## src/rtl/rs_gf_pkg.sv

```systemverilog
// rs_gf_pkg: shared GF(2^M) definitions for the Reed-Solomon decoder slice
// (syndrome, Chien search and Forney blocks).
//   M          symbol width in bits
//   N          codeword length in symbols (2^M - 1)
//   PRIM_POLY  field primitive polynomial, x^4 + x + 1
//   ALPHA_POW  alpha^j for j = 0 .. N-1
//   chien_state_t  Chien search controller states
package rs_gf_pkg;

  localparam int M = 4;
  localparam int N = (1 << M) - 1;

  localparam logic [M:0] PRIM_POLY = 5'b10011;

  localparam logic [M-1:0] ALPHA_POW [N] = '{
    4'h1, 4'h2, 4'h4, 4'h8, 4'h3, 4'h6, 4'hC, 4'hB,
    4'h5, 4'hA, 4'h7, 4'hE, 4'hF, 4'hD, 4'h9
  };

  typedef enum logic [1:0] {
    IDLE,
    SEARCH,
    FINISH
  } chien_state_t;

endpackage

```

## src/rtl/full_GF_mult.sv

```systemverilog
// full_GF_mult: combinational GF(2^M) multiplier, p = a * b mod POLY.
//   a, b  M-bit field elements
//   p     M-bit product
module full_GF_mult #(
  parameter int         M    = 4,
  parameter logic [M:0] POLY = 5'b10011
) (
  input  logic [M-1:0] a,
  input  logic [M-1:0] b,
  output logic [M-1:0] p
);

  logic [M-1:0] acc;
  logic [M-1:0] sh;

  // Shift-and-add: sh walks a*x^i, reduced by POLY on every overflow.
  always_comb begin
    acc = '0;
    sh  = a;
    for (int unsigned i = 0; i < M; i++) begin
      if (b[i]) acc = acc ^ sh;
      sh = {sh[M-2:0], 1'b0} ^ (sh[M-1] ? POLY[M-1:0] : '0);
    end
    p = acc;
  end

endmodule

```

## src/rtl/chien_search_engine.sv

```systemverilog
// chien_search_engine: serial Chien search over GF(2^M).
// Evaluates the error locator Lambda(x) at x = alpha^1 .. alpha^N, one point
// per clock, reporting codeword position N-1 down to 0.
//   CLK, RESET_N   clock, asynchronous active-low reset
//   START          one-cycle request, accepted only in IDLE
//   LAMBDA         locator coefficients, lambda_j at LAMBDA[M*j +: M]
//   BUSY           search in progress
//   POS_VALID/POS/ROOT  per-position result stream
//   DONE           one-cycle end-of-search pulse
//   ERR_MASK/ROOT_COUNT/FAIL  final results, held until the next START
module chien_search_engine #(
  parameter int M = rs_gf_pkg::M,
  parameter int N = rs_gf_pkg::N,
  parameter int T = 2
) (
  input  logic                     CLK,
  input  logic                     RESET_N,
  input  logic                     START,
  input  logic [(T+1)*M-1:0]       LAMBDA,
  output logic                     BUSY,
  output logic                     POS_VALID,
  output logic [$clog2(N)-1:0]     POS,
  output logic                     ROOT,
  output logic                     DONE,
  output logic [N-1:0]             ERR_MASK,
  output logic [$clog2(N+1)-1:0]   ROOT_COUNT,
  output logic                     FAIL
);

  import rs_gf_pkg::*;

  localparam int POS_W = $clog2(N);
  localparam int CNT_W = $clog2(N+1);
  localparam int DEG_W = $clog2(T+2);

  chien_state_t state_q, state_d;

  logic [M-1:0]     r_q     [T+1];
  logic [M-1:0]     mul_in  [T+1];
  logic [M-1:0]     mul_out [T+1];
  logic [M-1:0]     sum_c;
  logic [POS_W-1:0] cnt_q;
  logic [DEG_W-1:0] deg_q, deg_c;
  logic             l0_zero_q;
  logic             accept;
  logic             searching;
  logic [CNT_W-1:0] count_final;

  assign accept    = (state_q == IDLE) && START;
  assign searching = (state_q == SEARCH);

  // One multiplier per cell serves both paths: in IDLE it scales the incoming
  // lambda_j by alpha^j, in SEARCH it advances r_j by alpha^j.
  for (genvar j = 0; j <= T; j++) begin : g_cell
    assign mul_in[j] = (state_q == IDLE) ? LAMBDA[M*j +: M] : r_q[j];

    full_GF_mult #(
      .M    (M),
      .POLY (PRIM_POLY)
    ) u_mult (
      .a (mul_in[j]),
      .b (ALPHA_POW[j % N]),
      .p (mul_out[j])
    );
  end

  always_comb begin
    sum_c = '0;
    for (int unsigned j = 0; j < T + 1; j++) sum_c = sum_c ^ r_q[j];
  end

  always_comb begin
    deg_c = '0;
    for (int unsigned j = 0; j < T + 1; j++) begin
      if (LAMBDA[M*j +: M] != '0) deg_c = DEG_W'(j);
    end
  end

  always_ff @(posedge CLK or negedge RESET_N) begin
    if (!RESET_N) state_q <= IDLE;
    else          state_q <= state_d;
  end

  always_comb begin
    state_d   = state_q;
    BUSY      = 1'b0;
    POS_VALID = 1'b0;
    POS       = '0;
    ROOT      = 1'b0;
    DONE      = 1'b0;
    case (state_q)
      IDLE: begin
        if (START) state_d = SEARCH;
      end
      SEARCH: begin
        BUSY      = 1'b1;
        POS_VALID = 1'b1;
        POS       = cnt_q;
        ROOT      = (sum_c == '0);
        if (cnt_q == '0) state_d = FINISH;
      end
      FINISH: begin
        DONE    = 1'b1;
        state_d = IDLE;
      end
      default: state_d = IDLE;
    endcase
  end

  // Count including the root found on the last step, so FAIL is already
  // valid in the DONE cycle.
  assign count_final = ROOT_COUNT + CNT_W'(ROOT);

  always_ff @(posedge CLK or negedge RESET_N) begin
    if (!RESET_N) begin
      for (int unsigned j = 0; j < T + 1; j++) r_q[j] <= '0;
      cnt_q      <= '0;
      deg_q      <= '0;
      l0_zero_q  <= 1'b0;
      ERR_MASK   <= '0;
      ROOT_COUNT <= '0;
      FAIL       <= 1'b0;
    end else if (accept) begin
      for (int unsigned j = 0; j < T + 1; j++) r_q[j] <= mul_out[j];
      cnt_q      <= POS_W'(N - 1);
      deg_q      <= deg_c;
      l0_zero_q  <= (LAMBDA[M-1:0] == '0);
      ERR_MASK   <= '0;
      ROOT_COUNT <= '0;
      FAIL       <= 1'b0;
    end else if (searching) begin
      for (int unsigned j = 0; j < T + 1; j++) r_q[j] <= mul_out[j];
      if (ROOT) begin
        ERR_MASK[cnt_q] <= 1'b1;
        ROOT_COUNT      <= ROOT_COUNT + 1'b1;
      end
      if (cnt_q != '0) cnt_q <= cnt_q - 1'b1;
      else             FAIL  <= (count_final != CNT_W'(deg_q)) || l0_zero_q;
    end
  end

endmodule

```

## config.mk

```make
export PLATFORM = sky130hd
export DESIGN_NAME = chien_search_engine
export DESIGN_NICKNAME = d
export VERILOG_FILES = /design/src/rtl/rs_gf_pkg.sv /design/src/rtl/full_GF_mult.sv /design/src/rtl/chien_search_engine.sv
export SDC_FILE = /design/constraint.sdc
export NUM_CORES = 1
export LEC_CHECK = 0
export BUFFER_PORTS_ARGS = -buffer_cell sky130_fd_sc_hd__buf_2
export CELL_PAD_IN_SITES_DETAIL_PLACEMENT = 2
export CELL_PAD_IN_SITES_GLOBAL_PLACEMENT = 2
export CORE_UTILIZATION = 36
export DETAILED_ROUTE_END_ITERATION = 10
export PLACE_DENSITY = 0.92
export RECOVER_POWER = 50
export SLEW_MARGIN = 20
export SYNTH_ARGS = -nofsm -noshare
export SYNTH_HDL_FRONTEND = slang
export SYNTH_HIERARCHICAL = 1
export SYNTH_SLANG_ARGS = --single-unit
```

## constraint.sdc

```tcl
create_clock -name CLK -period 3.1 [get_ports CLK]
set_input_delay 0.465 -clock CLK [delete_from_list [all_inputs] [get_ports CLK]]
set_output_delay 0.465 -clock CLK [all_outputs]
set_load 0.05 [all_outputs]
```

==> metrics.md <==
| Metric | Value |
|---|---|
| Status | finished with violations |
| Violated checks | capacitance limit, slew limit |
| Antenna-violating nets left | 0 |
| Setup TNS Final | 0 ns |
| Layout cell share with drive strength beyond 1 | 0.201 |
| Clk buf depth | 2 |
| Critical Path End Type | register |
| CTS tree | done |
| Placed cell area | 3430 µm² |
| Clock sinks | 41 |
| Clock latency on the worst-skew pair | 0.30 ns |
| WHS | 0.454 ns |
| Routed len/inst | 19.2 µm |
| RSZ-0062 raised after global routing | no |
| Post-layout min period | 2.79 ns |
| Starting DRC count in detailed routing | 129 |
| # rows | 32 |
| Htree depth | 2 |
| Chip Width | 92.1 µm |
| CTS clk-pin slew, worst paths | 0.10 ns |
| Area contributors post-synth | dfrtp_1, mux2_2, xor2_1, nand2_1, xnor2_1 |
| Root Driver | clkbuf_8 |
| All-Layer GR Usage | 0.243 |
| Number of synthesized register bits | 41 |
| Yosys warns | 6 |
| Total global routing overflow | 0 |
| Worst Path Arrival | 2.94 ns |
| Sequential cell area | 1030 µm² |
| Pwr Total | 4.32 mW |
| Max Freq | 0.359 GHz |
| Max FO, Critical Path | 12 |
| Seq/Total Area, Yosys | 0.351 |
| CP delay by family, top | simple AND/OR/NAND/NOR gates |
| Distinct cells, synth | 38 |
| Worst-margin pin slew | 2.29 ns |
| Async SR Flop Fraction | 1.00 |
| Number of flops mapped to enable cells by yosys | 0 |
| Setup violators final | 0 |
| Core area | 7810 µm² |
| Final instance area | 3510 µm² |
| Dpl cells | 502 |
| CP cell instances | xnor3_1, nand2_1, nor2_1, ha_1, ha_1, xor2_1, nor4_1, and3_1, nor3_1 |
| Post-cts resize count | 0 |
| Finished Core Util | 0.449 |
| Max Slew Vio Count | 42 |
| Die ar. | 8490 µm² |
| Worst Hold Class | in2reg |
| Nets | 429 |
| Initial Util | 0.375 |
| Place WS | 0.489 ns |
| Mapped Area | 2920 µm² |
| Synthesis-to-finish area growth | 19.9% |
| Hold-fix buffers, CTS | 0 |
| Max Clock Skew | 0.0142 ns |
| Synth cell count leaders | dfrtp_1, nand2_1, mux2_2 |
| Max transition margin | -0.527 |
| Number of global-route vias before repair | 2,910 |
| Post-Synth XOR/XNOR Area | 0.148 |
| P_leak | 1.63 nW |
| DRC Markers | 0 |
| Maximum vdd drop | 0.303 mV |
| PwrDens | 1230 nW/µm² |
| Global-route wire length before repair | 15.6 mm |
| Fin cells | 510 |
| Fill count | 919 |
| Initial antenna violation count | 0 |
| Req. time, crit path | 3.25 ns |
| Synth Area per Inst | 9.52 µm² |
| Max Cap Viol | 1 |
| Endpoints failing hold | 0 |
| Synth Area in Compound Gates | 0.106 |
| DR vias | 2,611 |
| Initial DRT Pass Iterations | 4 |
| Post-synth top area cell | dfrtp_1 |
| Primary FF master, synth | dfrtp_1 |
| CP max stage cell | xnor3_1 |
| ANT cells | 0 |
| Post-synthesis mux area share | 0.139 |
| Simple-Gate Fraction of Synth Area | 0.175 |
| Count leader, synth | dfrtp_1 |
| Critical path class | reg2reg |
| Hpwl dp | 7.11 mm |
| WL final | 9.78 mm |
| Die Height | 92.1 µm |
| Adder-cell share of the synthesized area | 0.0300 |
| GP Congestion | 0.747 |
| CP bufs+invs | 0 |
| Io pins | 43 |
| Largest family of logic cells by synthesized area | simple AND/OR/NAND/NOR gates |
| Period utilization | 0.900 |
| PortBufs | 42 |
| Num CTS Buffers | 5 |
| Slowest stage delay, CP | 0.44 ns |
| Final setup margin | 0.311 ns |
| Gate count after technology mapping | 307 |
| # Post-CTS Setup Buffers | 0 |
| Kind of start point of the critical path | register |
| CP most frequent cell | ha_1 |
| Multi-input combinational cell area | 1990 µm² |
| Top cell type's share of synthesized area | 0.351 |
| Routed vias/inst | 5.12 |
| Largest net degree at the start of global routing | 42 |
sequential cells by signal, indices dropped and copies added, names as in the netlist:
signal and cells:
state_q 2, deg_q 2, r_q 12, l0_zero_q 1, ERR_MASK 15, FAIL 1, ROOT_COUNT 4, cnt_q 4
final timing paths:
kind                                         startpoint                      end  slack, ns  depth (start not counted)
worst max-delay path                 r_q[1]$_DFFE_PN0P_         FAIL$_DFFE_PN0P_       0.31                          9
worst min-delay path                          LAMBDA[0]    l0_zero_q$_DFFE_PN0P_       0.45                          3
worst max register to register       r_q[1]$_DFFE_PN0P_         FAIL$_DFFE_PN0P_       0.31                          9
worst min register to register  ERR_MASK[6]$_DFFE_PN0P_  ERR_MASK[6]$_DFFE_PN0P_       0.50                          1
max in group asynchronous                       RESET_N       r_q[6]$_DFFE_PN0P_       0.95                          1
min in group asynchronous                       RESET_N  ERR_MASK[5]$_DFFE_PN0P_       0.84                          1
per-layer routing:
metal	track usage	part of all wire
met5	0	0
met4	0.107	0.037
met3	0.0290	0.032
met2	0.445	0.53
met1	0.283	0.40
logic make-up after synthesis:
family                   count (synthesis)
AND/OR/NAND/NOR                        101
multiplexers                            36
other                                    2
flip-flops                              41
buffers and inverters                   28
XOR/XNOR                                43
adder cells (fa/ha/maj)                  7
AO/OA/AOI/OAI                           49
cell usage in the layout (no fill, tap or decap), types with 3 or more instances in the layout:
cell and instances:
a21oi_1 11, a21oi_2 3, a22oi_1 9, a31oi_1 3, and2_1 5, and3_1 6, buf_2 29, buf_4 4
clkbuf_1 14, clkbuf_8 5, conb_1 66, dfrtp_1 41, ha_1 7, inv_1 10, mux2_2 36, nand2_1 39
nand2b_1 6, nand3_1 7, nand4_1 8, nor2_1 10, nor2b_1 3, nor3_1 3, nor3b_1 3, nor4_1 6
o21a_1 5, o21ai_0 13, xnor2_1 16, xnor3_1 4, xor2_1 23
worst reg2reg max path, stage by stage, from the launching register on:
cell and delay [ns]:
dfrtp_1 0.42, xnor3_1 0.44, nand2_1 0.38, nor2_1 0.19, ha_1 0.27, ha_1 0.30, xor2_1 0.16, nor4_1 0.25
and3_1 0.20, nor3_1 0.05
cell type report:
class / instances / share of cell area
multi-input cells: 302 / 0.569
repair buffers: 47 / 0.0649
inverters: 10 / 0.0107
clock buffers: 5 / 0.0196
well taps: 102 / 0.0364
clock inverters: 3 / 0.00714
flip-flops and latches: 41 / 0.293
power by group:
part           leakage (nW)  total, mW  internal [mW]  switching, mW
logic                  1.06       2.96           1.12           1.84
clock network        0.0452      0.381          0.165          0.217
registers             0.525      0.974          0.743          0.231
total                  1.63       4.32           2.03           2.29
Note: power is estimated with default switching activity, not from simulation.
